--- config.mk ---
export PLATFORM = sky130hd
export DESIGN_NAME = coin_tally_reporter_flat
export DESIGN_NICKNAME = d
export VERILOG_FILES = /design/src/rtl/coin_tally_reporter_if.sv /design/src/rtl/coin_tally_reporter.sv /design/src/flat_wrapper.sv
export SDC_FILE = /design/constraint.sdc
export NUM_CORES = 1
export LEC_CHECK = 0
export CAP_MARGIN = 20
export CORE_AREA = 5 5 118 120
export CTS_CLUSTER_DIAMETER = 80
export CTS_CLUSTER_SIZE = 40
export DETAILED_ROUTE_END_ITERATION = 12
export DIE_AREA = 0 0 123 125
export MAX_ROUTING_LAYER = met4
export PLACE_DENSITY = 0.61
export SLEW_MARGIN = 25
export SYNTH_ARGS = -nofsm -noshare
export SYNTH_HDL_FRONTEND = slang
export SYNTH_SLANG_ARGS = --single-unit
--- constraint.sdc ---
create_clock -name clk -period 2.9 [get_ports clk]
set_clock_uncertainty 0.05 [all_clocks]
set_input_delay 0.29 -clock clk [delete_from_list [all_inputs] [get_ports clk]]
set_output_delay 0.29 -clock clk [all_outputs]
set_load 0.03 [all_outputs]
--- src/rtl/coin_tally_reporter_if.sv ---
// Byte stream from the tally reporter to the UART transmitter.
interface coin_tally_reporter_if;
    logic [7:0] tx_data;
    logic       tx_valid;
    logic       tx_ready;

    modport master (
        output tx_data,
        output tx_valid,
        input  tx_ready
    );

    modport slave (
        input  tx_data,
        input  tx_valid,
        output tx_ready
    );
endinterface

--- src/rtl/coin_tally_reporter.sv ---
// Saturating coin counters with an ASCII decimal report frame
// streamed byte-by-byte to the UART.
module coin_tally_reporter #(
    parameter int         NUM_CH = 4,
    parameter int         CNT_W  = 8,
    parameter int         DIGITS = 3,
    parameter logic [7:0] SEP    = 8'h2C
) (
    input  logic                    clk,
    input  logic                    reset,
    input  logic [NUM_CH-1:0]       coin,
    input  logic                    clear,
    input  logic                    report_req,
    coin_tally_reporter_if.master   tx,
    output logic                    busy,
    output logic                    frame_done,
    output logic [NUM_CH*CNT_W-1:0] count_flat
);
    localparam int BIN_MAX = (1 << CNT_W) - 1;
    localparam int DEC_MAX = (10 ** DIGITS) - 1;
    localparam int SAT_MAX = (BIN_MAX < DEC_MAX) ? BIN_MAX : DEC_MAX;
    localparam int BCD_W   = 4 * DIGITS;
    localparam int CH_W    = (NUM_CH > 1) ? $clog2(NUM_CH) : 1;
    localparam int DG_W    = (DIGITS > 1) ? $clog2(DIGITS) : 1;
    localparam int BIT_W   = $clog2(CNT_W);

    localparam logic [CNT_W-1:0] SAT      = SAT_MAX[CNT_W-1:0];
    localparam logic [CH_W-1:0]  LAST_CH  = CH_W'(NUM_CH - 1);
    localparam logic [BIT_W-1:0] LAST_BIT = BIT_W'(CNT_W - 1);
    localparam logic [DG_W-1:0]  TOP_DG   = DG_W'(DIGITS - 1);

    typedef enum logic [2:0] {
        S_IDLE, S_SNAP, S_CONV, S_SEND,
        S_SEPB, S_CR, S_LF, S_DONE
    } state_t;

    state_t           state_q, state_d;
    logic             pend_q, pend_d;
    logic [CNT_W-1:0] cnt_q  [NUM_CH];
    logic [CNT_W-1:0] cnt_d  [NUM_CH];
    logic [CNT_W-1:0] snap_q [NUM_CH];
    logic [CNT_W-1:0] snap_d [NUM_CH];
    logic [CH_W-1:0]  ch_q, ch_d;
    logic [CNT_W-1:0] sh_q, sh_d;
    logic [BCD_W-1:0] bcd_q, bcd_d, bcd_adj;
    logic [BIT_W-1:0] bit_q, bit_d;
    logic [DG_W-1:0]  dig_q, dig_d;
    logic             txv_q, txv_d;
    logic [7:0]       txd_q, txd_d;
    logic             event_s, emit, adv;
    logic [7:0]       byte_s;

    function automatic logic [BCD_W-1:0] dabble(
        input logic [BCD_W-1:0] b
    );
        logic [BCD_W-1:0] r;
        r = b;
        for (int k = 0; k < DIGITS; k++) begin
            if (r[4*k +: 4] >= 4'd5)
                r[4*k +: 4] = r[4*k +: 4] + 4'd3;
        end
        return r;
    endfunction

    assign bcd_adj = dabble(bcd_q);

    // A pulse at saturation is not a change, so it does not request a frame.
    always_comb begin
        event_s = clear | report_req;
        for (int i = 0; i < NUM_CH; i++) begin
            cnt_d[i] = cnt_q[i];
            if (clear) begin
                cnt_d[i] = '0;
            end else if (coin[i] && cnt_q[i] != SAT) begin
                cnt_d[i] = cnt_q[i] + 1'b1;
                event_s  = 1'b1;
            end
        end
    end

    always_comb begin
        pend_d = (state_q == S_SNAP) ? 1'b0 : pend_q;
        if (event_s)
            pend_d = 1'b1;
    end

    always_comb begin
        emit   = 1'b1;
        byte_s = 8'h00;
        unique case (state_q)
            S_SEND:  byte_s = 8'h30 + {4'h0, bcd_q[{dig_q, 2'b00} +: 4]};
            S_SEPB:  byte_s = SEP;
            S_CR:    byte_s = 8'h0D;
            S_LF:    byte_s = 8'h0A;
            default: emit   = 1'b0;
        endcase
    end

    always_comb begin
        state_d = state_q;
        snap_d  = snap_q;
        ch_d    = ch_q;
        sh_d    = sh_q;
        bcd_d   = bcd_q;
        bit_d   = bit_q;
        dig_d   = dig_q;
        txv_d   = txv_q;
        txd_d   = txd_q;
        adv     = 1'b0;

        // Byte is loaded one cycle after entering an emitting state
        if (emit) begin
            if (!txv_q) begin
                txv_d = 1'b1;
                txd_d = byte_s;
            end else if (tx.tx_ready) begin
                txv_d = 1'b0;
                adv   = 1'b1;
            end
        end

        unique case (state_q)
            S_IDLE: begin
                if (pend_q)
                    state_d = S_SNAP;
            end
            S_SNAP: begin
                snap_d  = cnt_q;
                ch_d    = '0;
                sh_d    = cnt_q[0];
                bcd_d   = '0;
                bit_d   = '0;
                state_d = S_CONV;
            end
            S_CONV: begin
                bcd_d = {bcd_adj[BCD_W-2:0], sh_q[CNT_W-1]};
                sh_d  = sh_q << 1;
                bit_d = bit_q + 1'b1;
                if (bit_q == LAST_BIT) begin
                    dig_d   = TOP_DG;
                    state_d = S_SEND;
                end
            end
            S_SEND: begin
                if (adv) begin
                    if (dig_q != '0)
                        dig_d = dig_q - 1'b1;
                    else if (ch_q == LAST_CH)
                        state_d = S_CR;
                    else
                        state_d = S_SEPB;
                end
            end
            S_SEPB: begin
                if (adv) begin
                    ch_d    = ch_q + 1'b1;
                    sh_d    = snap_q[ch_q + 1'b1];
                    bcd_d   = '0;
                    bit_d   = '0;
                    state_d = S_CONV;
                end
            end
            S_CR: begin
                if (adv)
                    state_d = S_LF;
            end
            S_LF: begin
                if (adv)
                    state_d = S_DONE;
            end
            S_DONE: state_d = S_IDLE;
            default: state_d = S_IDLE;
        endcase
    end

    always_ff @(posedge clk) begin
        if (reset) begin
            state_q <= S_IDLE;
            pend_q  <= 1'b0;
            ch_q    <= '0;
            sh_q    <= '0;
            bcd_q   <= '0;
            bit_q   <= '0;
            dig_q   <= '0;
            txv_q   <= 1'b0;
            txd_q   <= 8'h00;
            for (int i = 0; i < NUM_CH; i++) begin
                cnt_q[i]  <= '0;
                snap_q[i] <= '0;
            end
        end else begin
            state_q <= state_d;
            pend_q  <= pend_d;
            ch_q    <= ch_d;
            sh_q    <= sh_d;
            bcd_q   <= bcd_d;
            bit_q   <= bit_d;
            dig_q   <= dig_d;
            txv_q   <= txv_d;
            txd_q   <= txd_d;
            cnt_q   <= cnt_d;
            snap_q  <= snap_d;
        end
    end

    assign tx.tx_data  = txd_q;
    assign tx.tx_valid = txv_q;
    assign busy        = (state_q != S_IDLE) && (state_q != S_DONE);
    assign frame_done  = (state_q == S_DONE);

    always_comb begin
        count_flat = '0;
        for (int i = 0; i < NUM_CH; i++)
            count_flat[i*CNT_W +: CNT_W] = cnt_q[i];
    end
endmodule

--- src/flat_wrapper.sv ---
// flat-port wrapper written by rule: the top's interface ports become plain ports
module coin_tally_reporter_flat 
#(
    parameter int         NUM_CH = 4,
    parameter int         CNT_W  = 8,
    parameter int         DIGITS = 3,
    parameter logic [7:0] SEP    = 8'h2C
)
  (clk, reset, coin, clear, report_req, busy, frame_done, count_flat, tx_tx_data, tx_tx_valid, tx_tx_ready);
  coin_tally_reporter_if tx_i ();
  input  logic clk;
  input  logic reset;
  input  logic [NUM_CH-1:0] coin;
  input  logic clear;
  input  logic report_req;
  output logic busy;
  output logic frame_done;
  output logic [NUM_CH*CNT_W-1:0] count_flat;
  output wire logic [$bits(tx_i.tx_data)-1:0] tx_tx_data;
  output wire logic [$bits(tx_i.tx_valid)-1:0] tx_tx_valid;
  input wire logic [$bits(tx_i.tx_ready)-1:0] tx_tx_ready;
  assign tx_tx_data = tx_i.tx_data;
  assign tx_tx_valid = tx_i.tx_valid;
  assign tx_i.tx_ready = tx_tx_ready;
  coin_tally_reporter #(.NUM_CH(NUM_CH), .CNT_W(CNT_W), .DIGITS(DIGITS), .SEP(SEP)) u_core (.clk(clk), .reset(reset), .coin(coin), .clear(clear), .report_req(report_req), .tx(tx_i), .busy(busy), .frame_done(frame_done), .count_flat(count_flat));
endmodule
==> key figures, run 1 <==
Cells and area
  • Layout cells sized above 1: approximately 7%
  • Final Non-Filler Cells: roughly 790
  • Antenna Cells: 0
  • Fill count: around 1300
  • Layout Utilization: roughly 45%
  • Register area: approximately 0.0020 mm2
  • Synth-to-Final Area Change: 18.41%
  • Final #Nets: ~630
  • Multi-input gate area: around 0.0026 mm2

Min path
  • Hold_sp: reset
  • Hold Path Depth: 2
  • Min-Delay Path Class: input pin to flop
  • Endpoint with the worst hold slack: u_core.bcd_q[4]

Pwr
  • Comb pwr share: between 8 and 9%
  • Total internal power: around 2.1 mW
  • Total leakage power: roughly 2.0 nW
  • Net Sw Frac: 26.37%
  • Sw power: 759.5 uW
  • Part of the power in the clock network: between 40% and 50%
  • Sequential power share: between 50% and 60%
  • PD cells: between 500 and 600 mW/mm2
  • Worst VDD drop: 0.3621 mV
  • Tot Pwr: approximately 2.9 mW

Timing
  • Final hold viol count: 0
  • Worst Max-Slew Pin Slew: slightly below 0.7 ns
  • Worst Hold Slack: about 0.34 ns
  • Final min period: roughly 2.4 ns
  • RSZ-0062 raised after global routing: no
  • Final TNS setup: 0 ns
  • Worst rel slew slack: 54.62%
  • Tcrit/Tclk final: a little over four fifths
  • Fin. max-slew vios: 0
  • Final setup fails: 0
  • Max Clk Rate: about 410 MHz

Drt
  • DRC viols: 0
  • First drt pass iteration count: 4
  • Via count: around 4200
  • Total length of routed wires: 11.88 mm
  • Vias per inst: around 5.3
  • 1st-iter DRT viols: about 300
  • Post-DRT Antenna Nets: 0
  • DR WL/cell: between 15 and 20 um

CTS
  • CTS buffer count: 9
  • Clk root buf: clkbuf_16
  • H-tree Lvls: 3
  • Max clock buf depth: 2
  • Clk sinks: roughly 100
  • Clock slew seen by the registers of the worst setup and hold paths: around 0.070 ns
  • Clk_lat worst skew: ~0.34 ns
  • CTS tree: built
  • Post-cts repair resize count: 0
  • Hold Buf Count CTS: 0
  • Setup bufs post-CTS: 0

Setup path
  • CP endpoint kind: output port
  • Crit Path Class: flop to output port
  • CP Launch Type: flop
  • Critical Path AT: 2.10 ns
  • R2R cell count: 4
  • Critical R2R Launch: u_core.ch_q[0]
  • R2R Path End: u_core.sh_q[5]
  • CP required: 2.56 ns
  • FF-to-FF setup slack: around 0.69 ns
  • Crit path max fanout: 21

Floorplanning
  • Total Die Area: 0.01538 mm2
  • Die W: 123 um
  • Starting Density: between 30% and 40%
  • IO Pins: 52
  • Die H: 125 um
  • CORE AREA: about 0.013 mm2
  • Num rows: 42

Synth
  • Ys flop type: dfxtp_1
  • Synth Instances: roughly 580
  • Syn Area/Cell: around 8.4 um2
  • Distinct cells, synth: 57
  • Post-synth EDFFs: 0
  • Flops & latches, synth: around 100
  • Post-synthesis sequential area ratio: about 42%
  • Mapped cell area: a little under 0.005 mm2
  • Synth Warn #: 0
  • Async set-or-reset flop fraction in the synthesized netlist: 0%

Placed design
  • Placed cells: between 700 and 800
  • DP HPWL: roughly 8.6 mm
  • Final RePlAce weighted congestion: between 0.8 and 0.9
  • I/O Buffers: 49

Run
  • Max-cap violations: 0

GRT
  • Vias in the first global route: 4040
  • Initial antenna violation count: 0
  • GR Overflow Total: 0
  • First-pass GRT wire length: ~20 mm
  • Total GRT Usage: approximately 16%
  • Largest net degree at the start of global routing: 34

Run status
  • Status: finished clean
## power by group through the flow
stage | clock network, mW | registers, mW | logic (mW)
after global placement | 0 | 1.49 | 0.237
after global routing | 1.28 | 1.47 | 0.268
after CTS | 1.22 | 1.46 | 0.241
after detailed placement | 0 | 1.49 | 0.240
final | 1.18 | 1.46 | 0.239
after floorplan | 0 | 1.49 | 0.164
## kinds of logic after synthesis
group	count (synthesis)	synth area share, %
buffers and inverters	55	4.764
other	1	0.07719
AOI/OAI and AO/OA	157	19.80
adders and majority gates	14	3.606
DFF	102	42.03
and+or+nand+nor	203	19.34
xor gates and xnor gates	22	3.966
muxes	21	6.413
## routing by layer
layer	vias up	global-route usage, %	wire length [um]
li1	2103	-	-
met1	2016	20.74	5488
met2	68	25.96	5865
met3	10	4.381	359
met4	0	4.039	170
met5	-	-	0
## critical path, stage by stage (launching register included)
cell	delay (ns)
dfxtp_1	0.76
and3_1	0.31
clkdlybuf4s50_1	0.69
## sequential cells by signal, indices dropped and copies added, names as in the netlist
name,count
u_core.bit_q,3
u_core.tx.tx_valid,1
u_core.bcd_q,12
u_core.snap_q,32
u_core.count_flat,32
u_core.sh_q,8
u_core.state_q,3
u_core.tx.tx_data,6
u_core.dig_q,2
u_core.pend_q,1
u_core.ch_q,2
## synth_stat cells, drive strengths merged (3+ instances only)
| cell | n | area (um2) |
|---|---|---|
| xnor2 | 8 | 70.07 |
| nand2b | 8 | 50.05 |
| a31oi | 4 | 25.02 |
| a2111oi | 3 | 27.53 |
| and4 | 3 | 26.28 |
| nor3 | 7 | 35.03 |
| a21oi | 69 | 345.3 |
| buf | 13 | 73.82 |
| mux2i | 12 | 120.1 |
| o21ai | 31 | 155.1 |
| or3 | 4 | 25.02 |
| dfxtp | 102 | 2042 |
| clkbuf | 25 | 93.84 |
| inv | 17 | 63.81 |
| a221oi | 8 | 70.07 |
| nor2 | 49 | 186.4 |
| mux4 | 8 | 180.2 |
| and2 | 4 | 25.02 |
| o211ai | 5 | 37.54 |
| nand3 | 14 | 70.07 |
| o31ai | 4 | 30.03 |
| and3 | 8 | 50.05 |
| xor2 | 14 | 122.6 |
| nand4 | 6 | 37.54 |
| ha | 14 | 175.2 |
| a22oi | 3 | 22.52 |
| nand2 | 89 | 334.1 |
| a211oi | 5 | 37.54 |
| o22ai | 4 | 25.02 |
| a22o | 6 | 52.55 |
## how the worst max path moves through the flow
stage | startpoint | depth (start not counted) | slack (ns) | end
2_1_floorplan | u_core.ch_q[0] | 5 | 1.05 | u_core.sh_q[7]
3_3_place_gp | u_core.ch_q[0] | 4 | 0.72 | u_core.sh_q[7]
3_5_place_dp | u_core.ch_q[0] | 4 | 0.71 | u_core.sh_q[5]
4_1_cts | u_core.state_q[0] | 2 | 0.45 | frame_done
5_1_grt | u_core.state_q[0] | 3 | 0.30 | busy
6_report | u_core.state_q[0] | 2 | 0.46 | frame_done
## layout make-up
type                       count  area share (%)
multi-input combinational    419           45.04
sequential                   102           35.49
timing repair buffer          57           9.482
clock buffer                   9           3.915
tap                          176           3.828
clock inverter                 7           1.131
inverter                      17           1.109
## per-stage QoR
stage	instance area (um2)	setup WS, ns
global placement	5463	0.7189
finish	5753	0.4585
CTS	5753	0.4493
detailed placement	5463	0.7098
floorplan	4862	1.049
global route	5753	0.2980
## layout by cell type, fill, tap and decap left out, types with 4 or more instances in the layout
master,instances
xnor2_1,8
ha_1,14
xor2_1,14
clkbuf_16,9
a211oi_1,5
or3_1,4
nand2_1,89
mux4_2,8
nor2_1,47
a221oi_1,8
inv_1,17
a21oi_1,69
o211ai_1,5
o21ai_0,29
and3_1,8
o22ai_1,4
dfxtp_1,102
a22o_1,6
o31ai_1,4
nor3_1,7
and2_1,4
nand4_1,6
nand2b_1,8
buf_4,8
clkdlybuf4s50_1,48
mux2i_1,12
nand3_1,14
a31oi_1,4
(Power assumes the default switching activity.)
==> inputs of run 2 (changes only) <==
==> constraint.sdc (replaced) <==
create_clock -name clk -period 2.3 [get_ports clk]
set_clock_uncertainty 0.05 [all_clocks]
set_input_delay 0.23 -clock clk [delete_from_list [all_inputs] [get_ports clk]]
set_output_delay 0.23 -clock clk [all_outputs]
set_load 0.03 [all_outputs]
==> run 2 against run 1 <==
Clock-buffer cell count increased by 2. Core utilization is 0.79 points higher. Sequential power up 26%. Critical path depth unchanged. Critical endpoint unchanged. Clock power up 33%. Sequential share of layout area shrank 0.57 points. Total power rose by 30%. Largest power group unchanged. First-iteration DRC count rose by 43%. Largest cell class unchanged. Worst setup slack lost 0.30 ns. Cell area rose by 1.8%. Register-to-register slack worse by 0.30 ns. Global-route usage up 0.24 points.
==> key figures, run 2 (synthesis gave the netlist of run 1 again) <==
Run status
  • Status: finished clean

CTS
  • Clk sinks: 102 (unchanged)
  • Clock slew seen by the registers of the worst setup and hold paths: 0.07 ns (about the same)
  • Hold Buf Count CTS: 0 (unchanged)
  • CTS buffer count: 9 (unchanged)
  • Max clock buf depth: 2 (unchanged)
  • Clk root buf: clkbuf_16
  • Setup bufs post-CTS: 0 (unchanged)
  • CTS tree: built
  • Post-cts repair resize count: 1 (+1)
  • Clk_lat worst skew: 0.34 ns (about the same)
  • H-tree Lvls: 3 (unchanged)

Setup path
  • R2R Path End: u_core.sh_q[7]
  • CP max stage cell: clkdlybuf4s50_1
  • Critical Path AT: 1.86 ns (-0.24 ns)
  • Critical R2R Launch: u_core.ch_q[1]
  • Crit path max fanout: 12 (-43%)
  • FF-to-FF setup slack: 0.39 ns (-0.30 ns)
  • Worst path max stage delay: 0.68 ns (-0.08 ns)
  • Critical-path cell list: and3_1 -> clkdlybuf4s50_1
  • CP delay by family, top: buffers and inverters
  • CP endpoint kind: output port
  • CP required: 2.02 ns (-0.54 ns)
  • Setup crit start: u_core.state_q[2]
  • CP Buf/Inv Count: 1 (unchanged)
  • Crit Path Class: flop to output port
  • R2R cell count: 5 (+1)
  • CP Launch Type: flop

Placed design
  • Final RePlAce weighted congestion: 0.8603 (-2.1%)
  • DP HPWL: 8.496 mm (-0.94%)
  • I/O Buffers: 49 (unchanged)
  • DP Worst Slack: 0.3019 ns (-0.4079 ns)

Drt
  • DRC viols: 0 (unchanged)
  • 1st-iter DRT viols: 427 (+43%)
  • Post-DRT Antenna Nets: 0 (unchanged)
  • Via count: 4236 (+0.93%)
  • Vias per inst: 5.308 (-0.46%)
  • First drt pass iteration count: 5 (+1)
  • DR WL/cell: 15.03 um (-0.47%)
  • Total length of routed wires: 11.99 mm (+0.92%)

Min path
  • Endpoint with the worst hold slack: u_core.bit_q[2]
  • Hold Path Depth: 3 (+1)
  • Min-Delay Path Class: input pin to flop
  • Hold_sp: reset

GRT
  • GR Overflow Total: 0 (unchanged)
  • Total GRT Usage: 16.59% (+0.24 points)
  • Initial antenna violation count: 0 (unchanged)
  • Vias in the first global route: 4084 (+1.1%)
  • Largest net degree at the start of global routing: 33 (-2.9%)
  • First-pass GRT wire length: 20.27 mm (+0.79%)

Timing
  • RSZ-0062 raised after global routing: no
  • Fin. max-slew vios: 0 (unchanged)
  • Final setup fails: 0 (unchanged)
  • Worst rel slew slack: 65.70% (+11 points)
  • Final TNS setup: 0 ns (unchanged)
  • Worst Hold Slack: 0.3289 ns (-0.008322 ns)
  • Final hold viol count: 0 (unchanged)
  • Worst Max-Slew Pin Slew: 0.5015 ns (-0.1720 ns)
  • Final setup margin: 0.1560 ns (-0.3024 ns)
  • Max Clk Rate: ~470 MHz
  • Final min period: 2.144 ns
  • Tcrit/Tclk final: between 90% and 100%

Cells and area
  • Fill count: 1279 (-1.5%)
  • Final #Nets: 640 (+1.7%)
  • Antenna Cells: 0 (unchanged)
  • Commonest cells after routing, fill and taps aside: dfxtp_1 (100), nand2_1 (89), a21oi_1 (69), clkdlybuf4s50_1 (48), nor2_1 (47)
  • Layout cells sized above 1: 8.682% (+1.8 points)
  • Synth-to-Final Area Change: 20.50%
  • Layout Utilization: 45.47% (+0.79 points)
  • Commonest non-fill, non-tap cell in the layout: dfxtp_1

Floorplanning
  • Starting Density: 37.74% (unchanged)
  • IO Pins: 52 (unchanged)
  • CORE AREA: 0.01287 mm2 (unchanged)
  • Num rows: 42 (unchanged)
  • Total Die Area: 0.01538 mm2 (unchanged)
  • Die W: 123 um (unchanged)
  • Die H: 125 um (unchanged)

Pwr
  • Total leakage power: 2.018 nW (+3.0%)
  • PD cells: 637.3 mW/mm2 (+27%)
  • Worst VDD drop: 0.4860 mV (+34%)

Run
  • Max-cap violations: 0 (unchanged)
run 2: changes by cell type in the layout (fill, tap and decap cells not counted), sizes merged:
cell,change
bufinv,+1
buf,+11
clkinvlp,+1
clkbuf,+2
inv,-1
clkinv,-3
run 2: per-layer routing:
layer	wire [um]	vias to the layer above	global-route usage, %	share of wire, %
li1	-	2128	-	-
met1	5494	2013	20.66	46
met2	5961	88	27.08	50
met3	408	7	4.110	3.4
met4	127	0	3.974	1.1
met5	0	-	-	0
run 2: worst max-delay path by stage:
stage                     endpoint  slack [ns]  cells after the start
CTS                     frame_done        0.06                      2
floorplan           u_core.sh_q[7]        0.45                      5
global placement        frame_done        0.36                      2
detailed placement            busy        0.30                      3
global route                  busy        0.03                      3
finish                  frame_done        0.16                      2
run 2: layout make-up:
type | count | area [um2] | area share, %
Sequential cell | 102 | 2044 | 34.92
Clock inverter | 5 | 63.81 | 1.090
Tap cell | 176 | 220.2 | 3.761
Inverter | 17 | 63.81 | 1.090
Multi-Input combinational cell | 419 | 2591 | 44.26
Timing Repair Buffer | 68 | 628.1 | 10.73
Clock buffer | 11 | 242.7 | 4.146
run 2: report_power, final:
group          internal (mW)  switching, mW
clock network          0.886          0.687
registers               1.80         0.0365
logic                  0.117          0.201
run 2: worst register-to-register path, cell delays in order (launching register included):
cell,delay [ns]
dfxtp_1,0.32
ha_1,0.27
buf_4,0.20
mux4_2,0.51
a221oi_1,0.33
a21oi_1,0.11
run 2: per-stage QoR:
step                      cell area [um2]  cells  total power [mW]
after floorplan                      4862    576             2.088
after global placement               5545    782             2.190
after detailed placement             5545    782             2.197
after CTS                            5853    798             3.775
after global routing                 5854    798             3.888
final                                5854    798             3.731
